## config.mk

```make
export PLATFORM = sky130hd
export DESIGN_NAME = regfile_sb
export DESIGN_NICKNAME = d
export VERILOG_FILES = /design/src/rtl/regfile_pkg.sv /design/src/rtl/regfile_read_port.sv /design/src/rtl/regfile_sb.sv
export SDC_FILE = /design/constraint.sdc
export NUM_CORES = 2
export LEC_CHECK = 0
export BUFFER_PORTS_ARGS = -buffer_cell sky130_fd_sc_hd__buf_4
export CAP_MARGIN = 10
export CORE_MARGIN = 2
export CORE_UTILIZATION = 60
export CTS_CLUSTER_DIAMETER = 40
export DETAILED_ROUTE_END_ITERATION = 7
export PLACE_DENSITY_LB_ADDON = 0.15
export RECOVER_POWER = 50
export SKIP_LAST_GASP = 1
export SLEW_MARGIN = 5
export SYNTH_ARGS = -nofsm -noshare
export SYNTH_HDL_FRONTEND = slang
export SYNTH_HIERARCHICAL = 1
export SYNTH_SLANG_ARGS = --single-unit
```

## constraint.sdc

```tcl
create_clock -name clk -period 42.2 [get_ports clk]
set_input_delay 8.44 -clock clk [delete_from_list [all_inputs] [get_ports clk]]
set_output_delay 8.44 -clock clk [all_outputs]
set_load 0.02 [all_outputs]
```

## src/rtl/regfile_pkg.sv

```systemverilog
// Shared defaults and types for the scoreboarded register file.
// Optional same-edge forwarding is enabled by defining REGFILE_BYPASS_EN.
package regfile_pkg;

  localparam int DEF_DATA_W = 32;
  localparam int DEF_ADDR_W = 5;
  localparam int DEPTH      = 2 ** DEF_ADDR_W;

  typedef logic [DEF_ADDR_W-1:0] reg_addr_t;
  typedef logic [DEF_DATA_W-1:0] reg_data_t;

endpackage

```

## src/rtl/regfile_read_port.sv

```systemverilog
// One registered read port: address mux, optional forwarding, zero override.
// Forwarding from the write port exists only when REGFILE_BYPASS_EN is defined.
module regfile_read_port
  import regfile_pkg::*;
#(
  parameter int DATA_W   = DEF_DATA_W,
  parameter int ADDR_W   = DEF_ADDR_W,
  parameter int ZERO_REG = 1,
  localparam int NREG    = 2 ** ADDR_W
) (
  input  logic                       clk,
  input  logic                       rst,
  input  logic                       rd_en,
  input  logic [ADDR_W-1:0]          addr,
  input  logic [NREG-1:0][DATA_W-1:0] mem,
  input  logic [NREG-1:0]            pend,
  input  logic                       wr_en,
  input  logic [ADDR_W-1:0]          wr_addr,
  input  logic [DATA_W-1:0]          wr_data,
  input  logic                       rsv_en,
  input  logic [ADDR_W-1:0]          rsv_addr,
  input  logic                       flush,
  output logic [DATA_W-1:0]          data,
  output logic                       ready
);

  logic [DATA_W-1:0] sel_data;
  logic              sel_ready;
  logic              hit_zero;

  assign hit_zero = (ZERO_REG != 0) && (addr == '0);

`ifdef REGFILE_BYPASS_EN
  logic fwd_hit;
  logic rsv_hit;

  assign fwd_hit = wr_en && (wr_addr == addr);
  // A same-edge reserve re-arms the hazard unless flush cancels it.
  assign rsv_hit = rsv_en && (rsv_addr == addr) && !flush;
`else
  logic unused_byp;

  assign unused_byp = ^{wr_en, wr_addr, wr_data,
                        rsv_en, rsv_addr, flush};
`endif

  always_comb begin
    sel_data  = mem[addr];
    sel_ready = !pend[addr];
`ifdef REGFILE_BYPASS_EN
    if (fwd_hit) begin
      sel_data  = wr_data;
      sel_ready = !rsv_hit;
    end
`endif
    if (hit_zero) begin
      sel_data  = '0;
      sel_ready = 1'b1;
    end
  end

  always_ff @(posedge clk or posedge rst) begin
    if (rst) begin
      data  <= '0;
      ready <= 1'b1;
    end else if (rd_en) begin
      data  <= sel_data;
      ready <= sel_ready;
    end
  end

endmodule

```

## src/rtl/regfile_sb.sv

```systemverilog
// Register file with two registered read ports and a pending scoreboard.
// Define REGFILE_BYPASS_EN to forward same-edge writes to the read ports.
module regfile_sb
  import regfile_pkg::*;
#(
  parameter int DATA_W   = DEF_DATA_W,
  parameter int ADDR_W   = DEF_ADDR_W,
  parameter int ZERO_REG = 1,
  localparam int NREG    = 2 ** ADDR_W
) (
  input  logic              clk,
  input  logic              rst,
  input  logic              rd_en,
  input  logic [ADDR_W-1:0] rs_addr,
  input  logic [ADDR_W-1:0] rt_addr,
  output logic [DATA_W-1:0] a,
  output logic [DATA_W-1:0] b,
  output logic              a_ready,
  output logic              b_ready,
  input  logic              wr_en,
  input  logic [ADDR_W-1:0] wr_addr,
  input  logic [DATA_W-1:0] wr_data,
  input  logic              rsv_en,
  input  logic [ADDR_W-1:0] rsv_addr,
  input  logic              flush,
  output logic [NREG-1:0]   pend,
  output logic [ADDR_W:0]   pend_cnt
);

  logic [NREG-1:0][DATA_W-1:0] mem;
  logic [NREG-1:0]             pend_nxt;
  logic [ADDR_W:0]             cnt_nxt;
  logic                        wr_ok;
  logic                        rsv_ok;

  assign wr_ok  = wr_en  && !((ZERO_REG != 0) && (wr_addr == '0));
  assign rsv_ok = rsv_en && !((ZERO_REG != 0) && (rsv_addr == '0));

  // Order matters: reserve beats write, flush beats everything.
  always_comb begin
    pend_nxt = pend;
    if (wr_ok) begin
      pend_nxt[wr_addr] = 1'b0;
    end
    if (rsv_ok) begin
      pend_nxt[rsv_addr] = 1'b1;
    end
    if (flush) begin
      pend_nxt = '0;
    end
  end

  always_comb begin
    cnt_nxt = '0;
    for (int i = 0; i < NREG; i++) begin
      cnt_nxt = cnt_nxt + (ADDR_W+1)'(pend_nxt[i]);
    end
  end

  always_ff @(posedge clk or posedge rst) begin
    if (rst) begin
      mem <= '0;
    end else if (wr_ok) begin
      mem[wr_addr] <= wr_data;
    end
  end

  always_ff @(posedge clk or posedge rst) begin
    if (rst) begin
      pend     <= '0;
      pend_cnt <= '0;
    end else begin
      pend     <= pend_nxt;
      pend_cnt <= cnt_nxt;
    end
  end

  regfile_read_port #(
    .DATA_W   (DATA_W),
    .ADDR_W   (ADDR_W),
    .ZERO_REG (ZERO_REG)
  ) u_port_a (
    .clk      (clk),
    .rst      (rst),
    .rd_en    (rd_en),
    .addr     (rs_addr),
    .mem      (mem),
    .pend     (pend),
    .wr_en    (wr_en),
    .wr_addr  (wr_addr),
    .wr_data  (wr_data),
    .rsv_en   (rsv_en),
    .rsv_addr (rsv_addr),
    .flush    (flush),
    .data     (a),
    .ready    (a_ready)
  );

  regfile_read_port #(
    .DATA_W   (DATA_W),
    .ADDR_W   (ADDR_W),
    .ZERO_REG (ZERO_REG)
  ) u_port_b (
    .clk      (clk),
    .rst      (rst),
    .rd_en    (rd_en),
    .addr     (rt_addr),
    .mem      (mem),
    .pend     (pend),
    .wr_en    (wr_en),
    .wr_addr  (wr_addr),
    .wr_data  (wr_data),
    .rsv_en   (rsv_en),
    .rsv_addr (rsv_addr),
    .flush    (flush),
    .data     (b),
    .ready    (b_ready)
  );

endmodule
```

==> results.rst <==
.. list-table::
   :header-rows: 1

   * - Metric
     - Value
   * - Number of vias after detailed routing
     - 40651
   * - Resize count post-CTS
     - 0
   * - Seq pwr share
     - about two fifths
   * - Half-perimeter wire length of the detailed placement result
     - approximately 110000 um
   * - Post-DR wirelength/cell
     - between 30 and 40 um
   * - Number of global-route vias before repair
     - 41636
   * - Net switching component of the power
     - 933 uW
   * - Number of buffers on the longest clock path
     - 3
   * - Actual transition at the worst max-transition pin
     - 8250 ps
   * - Count of flip-flops with a built-in enable after synthesis
     - 0
   * - Most frequent cells in the layout
     - sky130_fd_sc_hd__dfrtp_1 (1126), sky130_fd_sc_hd__mux2_2 (941), sky130_fd_sc_hd__mux2i_1 (390)
   * - Average cell area after synthesis
     - 14.0 um^2
   * - Residual DRC
     - 0
   * - Seq/Total Area, Yosys
     - 46.9%
   * - Clock root cell
     - sky130_fd_sc_hd__clkbuf_16
   * - TritonCTS clock tree
     - built
   * - Net count after synthesis
     - 4378
   * - Clock group share of total power
     - 41.9%
   * - Number of buffers added by the clock tree synthesis step
     - 164
   * - Floorplan Core Area
     - 99900 um^2
   * - Post-Syn Area
     - approximately 60000 um^2
   * - Static Leakage
     - between 0.02 and 0.03 uW
   * - Clock transition time at the flip-flop clock pins of the worst setup and hold paths
     - 50 ps
   * - Kind of launch point of the worst setup path
     - input pin
   * - Synth-to-Final Area Change
     - 12.0%
   * - Clock latency at the later pin of the worst-skew pair
     - 780 ps
   * - Overall overflow remaining after global route
     - 0
   * - Post-CTS setup buffer count
     - 0
   * - Worst path required time
     - roughly 43000 ps
   * - Cell count of the worst reg-to-reg path
     - 16
   * - Reported max-cap violation count
     - 32
   * - Internal Pwr Total
     - around 2500 uW
   * - Data arrival at the endpoint of the critical path
     - 20130 ps
   * - Share of total power consumed by net switching
     - 27.0%
   * - Share of the cycle needed by the critical path after routing
     - 45.9%
   * - Antenna Nets Post-Route
     - 0
   * - Largest fanout of any net on the critical path
     - 154
   * - Sinks on Clock Net
     - 1128
   * - Number of port buffers
     - 161
   * - Commonest non-fill, non-tap cell in the layout
     - sky130_fd_sc_hd__dfrtp_1
   * - Worst min-delay path class
     - flop to flop
   * - I/O pins
     - 162
   * - CP endpoint kind
     - async pin
   * - Min-Delay Startpoint
     - mem[13]$_DFFE_PP0P_
   * - # hold bufs at CTS
     - 0
   * - Count of pins over their slew limit
     - roughly 1100
   * - Die X
     - 321 um
   * - Final clock skew
     - 25.2 ps
   * - Number of distinct library cells after synthesis
     - 63
   * - Pin count of the biggest net entering global routing
     - 175
   * - Detailed Route Iter0 Violations
     - 4381
   * - GP Congestion
     - just over 0.9
   * - Number of nets at the end of the flow
     - around 4300
   * - Routed wire length
     - 189000 um
   * - Proportion of synthesized flip-flops having asynchronous set or reset
     - 100%
   * - Placed cell areas
     - slightly above 60000 um^2
   * - Setup Crit Path Kind
     - input pin to async pin
   * - Synthesized instance count
     - 4289
   * - Pwr dens
     - 51.3 nW/um^2
   * - Drt via density
     - between 7 and 8
   * - Logic pwr share
     - 16.9%
   * - Total Negative Setup Slacks
     - 0 ps
   * - TritonRoute pass-1 iters
     - 5
   * - Height of the die
     - 321 um
   * - Status
     - finished, violations left
   * - Commonest register cell after synthesis
     - sky130_fd_sc_hd__dfrtp_1
   * - Total Die Area
     - 103000 um^2
   * - Fin crit period
     - 19390 ps
   * - RSZ-0062 raised after global routing
     - no
   * - Initial antenna violation count
     - 14
   * - Startpoint of the worst setup timing path
     - rst
   * - Initial Util
     - between 60% and 70%
   * - Area of all placed cells without fillers
     - around 67000 um^2
   * - Filler cell count
     - 7250
   * - Wire length of the first global-routing pass
     - 281000 um
   * - Share of layout cells above drive strength 1
     - a little over two fifths
   * - Register bit count reported by yosys
     - 1128
   * - Cell depth of the worst min-delay path
     - 0
   * - Worst vdd ir
     - roughly 0.000035 V
   * - H-tree Lvls
     - 4
   * - Critical R2R Launch
     - pend[25]$_DFF_PP0_
   * - Overall routing resource usage
     - 37.4%
   * - Count of endpoints failing hold in the final timing report
     - 0
   * - Normalized max-slew margin
     - -450%
   * - Final setup viols
     - 0
   * - Violations in the final reports
     - max-capacitance violations, max-slew violations
   * - Std-Cell Rows
     - 116
   * - Top achievable clock speed
     - approximately 52 MHz
   * - Number of warnings printed during yosys synthesis
     - 6
==> logic make-up (layout without fill, tap and decap cells) <==
| kind of cell | count (synthesis) | in the layout | share of synthesized area, % |
|---|---|---|---|
| adder cells (fa/ha/maj) | 31 | 31 | 0.943 |
| multiplexers | 1780 | 1780 | 38.8 |
| AO/OA/AOI/OAI | 571 | 571 | 7.37 |
| flip-flops | 1128 | 1128 | 46.9 |
| AND/OR/NAND/NOR | 262 | 262 | 2.13 |
| other | 0 | 5 | 0 |
| buffers and inverters | 514 | 622 | 3.86 |
| XOR/XNOR | 3 | 3 | 0.0436 |
==> Yosys cell counts, types with 15 or more instances <==
cell type,n,area share (%)
sky130_fd_sc_hd__nand2_1,19,0.12
sky130_fd_sc_hd__a2111oi_2,60,1.5
sky130_fd_sc_hd__inv_1,45,0.28
sky130_fd_sc_hd__o22ai_1,126,1.3
sky130_fd_sc_hd__o21ai_0,60,0.50
sky130_fd_sc_hd__mux2i_1,390,6.5
sky130_fd_sc_hd__dfrtp_1,1126,47
sky130_fd_sc_hd__clkbuf_1,281,1.8
sky130_fd_sc_hd__nor2b_1,17,0.18
sky130_fd_sc_hd__a22oi_1,62,0.77
sky130_fd_sc_hd__nor2_1,152,0.95
sky130_fd_sc_hd__a32o_1,15,0.25
sky130_fd_sc_hd__buf_4,22,0.27
sky130_fd_sc_hd__mux2_1,103,1.9
sky130_fd_sc_hd__a21oi_1,66,0.55
sky130_fd_sc_hd__o211ai_1,64,0.80
sky130_fd_sc_hd__mux2_2,941,18
sky130_fd_sc_hd__buf_2,148,1.2
sky130_fd_sc_hd__fa_1,24,0.80
sky130_fd_sc_hd__a2bb2oi_1,63,0.92
sky130_fd_sc_hd__mux4_2,334,12
==> through the flow <==
| stage | setup WS (ps) | hold WS [ps] | cells | util (%) | total power [uW] |
|---|---|---|---|---|---|
| floorplan | 3870 | 449 | 4289 | - | 1860 |
| global placement | 27110 | 384 | 5390 | 62.1 | 1990 |
| detailed placement | 27080 | 388 | 5390 | 62.1 | 2020 |
| CTS | 27860 | 400 | 5695 | 68.0 | 3470 |
| global route | 20540 | 409 | 5695 | 67.5 | 3590 |
| finish | 22810 | 396 | 5700 | 67.6 | 3460 |
==> power by group through the flow <==
stage | Sequential (uW) | Clock [uW] | Combinational (uW)
detailed placement | 1440 | 0 | 584
global route | 1450 | 1510 | 625
finish | 1420 | 1450 | 585
global placement | 1420 | 0 | 570
floorplan | 1400 | 0 | 459
CTS | 1420 | 1460 | 587
==> cell type report <==
cell class | instances | area (um^2) | share of cell area, %
inverters | 45 | 170 | 0.252
clock inverters | 96 | 1250 | 1.86
multi-input cells | 2647 | 29700 | 44.1
flip-flops and latches | 1128 | 28200 | 41.8
clock buffers | 209 | 4620 | 6.85
diodes | 5 | 12.5 | 0.0185
repair buffers | 272 | 1810 | 2.69
well taps | 1298 | 1620 | 2.41
==> routing by layer <==
layer  GRT usage [%]  vias up  share of wire, %
met4            17.3       10               5.2
met1            51.2    21567                40
met5               0        -             0.039
li1                -    16399                 -
met2            56.7     2102                45
met3            9.44      573               9.8
==> worst paths after layout <==
check / end / slack [ps]
worst max-delay path: mem[385]$_DFFE_PP0P_ / 22810
worst min register to register: mem[13]$_DFFE_PP0P_ / 400
min in group asynchronous: mem[143]$_DFFE_PP0P_ / 9010
worst min-delay path: mem[13]$_DFFE_PP0P_ / 400
max in group clk: pend_cnt[4]$_DFF_PP0_ / 27190
worst max register to register: pend_cnt[4]$_DFF_PP0_ / 36890
==> state kept, by name, indices dropped and copies added, names as in the netlist <==
register	cells
mem	1024
pend	32
u_port_a/ready	1
u_port_b/data	32
u_port_a/data	32
u_port_b/ready	1
pend_cnt	6
==> worst max-delay path: stages <==
cell and delay (ps):
sky130_fd_sc_hd__clkbuf_1 120, sky130_fd_sc_hd__clkinvlp_2 2400, sky130_fd_sc_hd__clkbuf_1 5880, sky130_fd_sc_hd__buf_4 1270
sky130_fd_sc_hd__buf_4 780, sky130_fd_sc_hd__buf_4 840
Note: power is estimated with default switching activity, not from simulation.
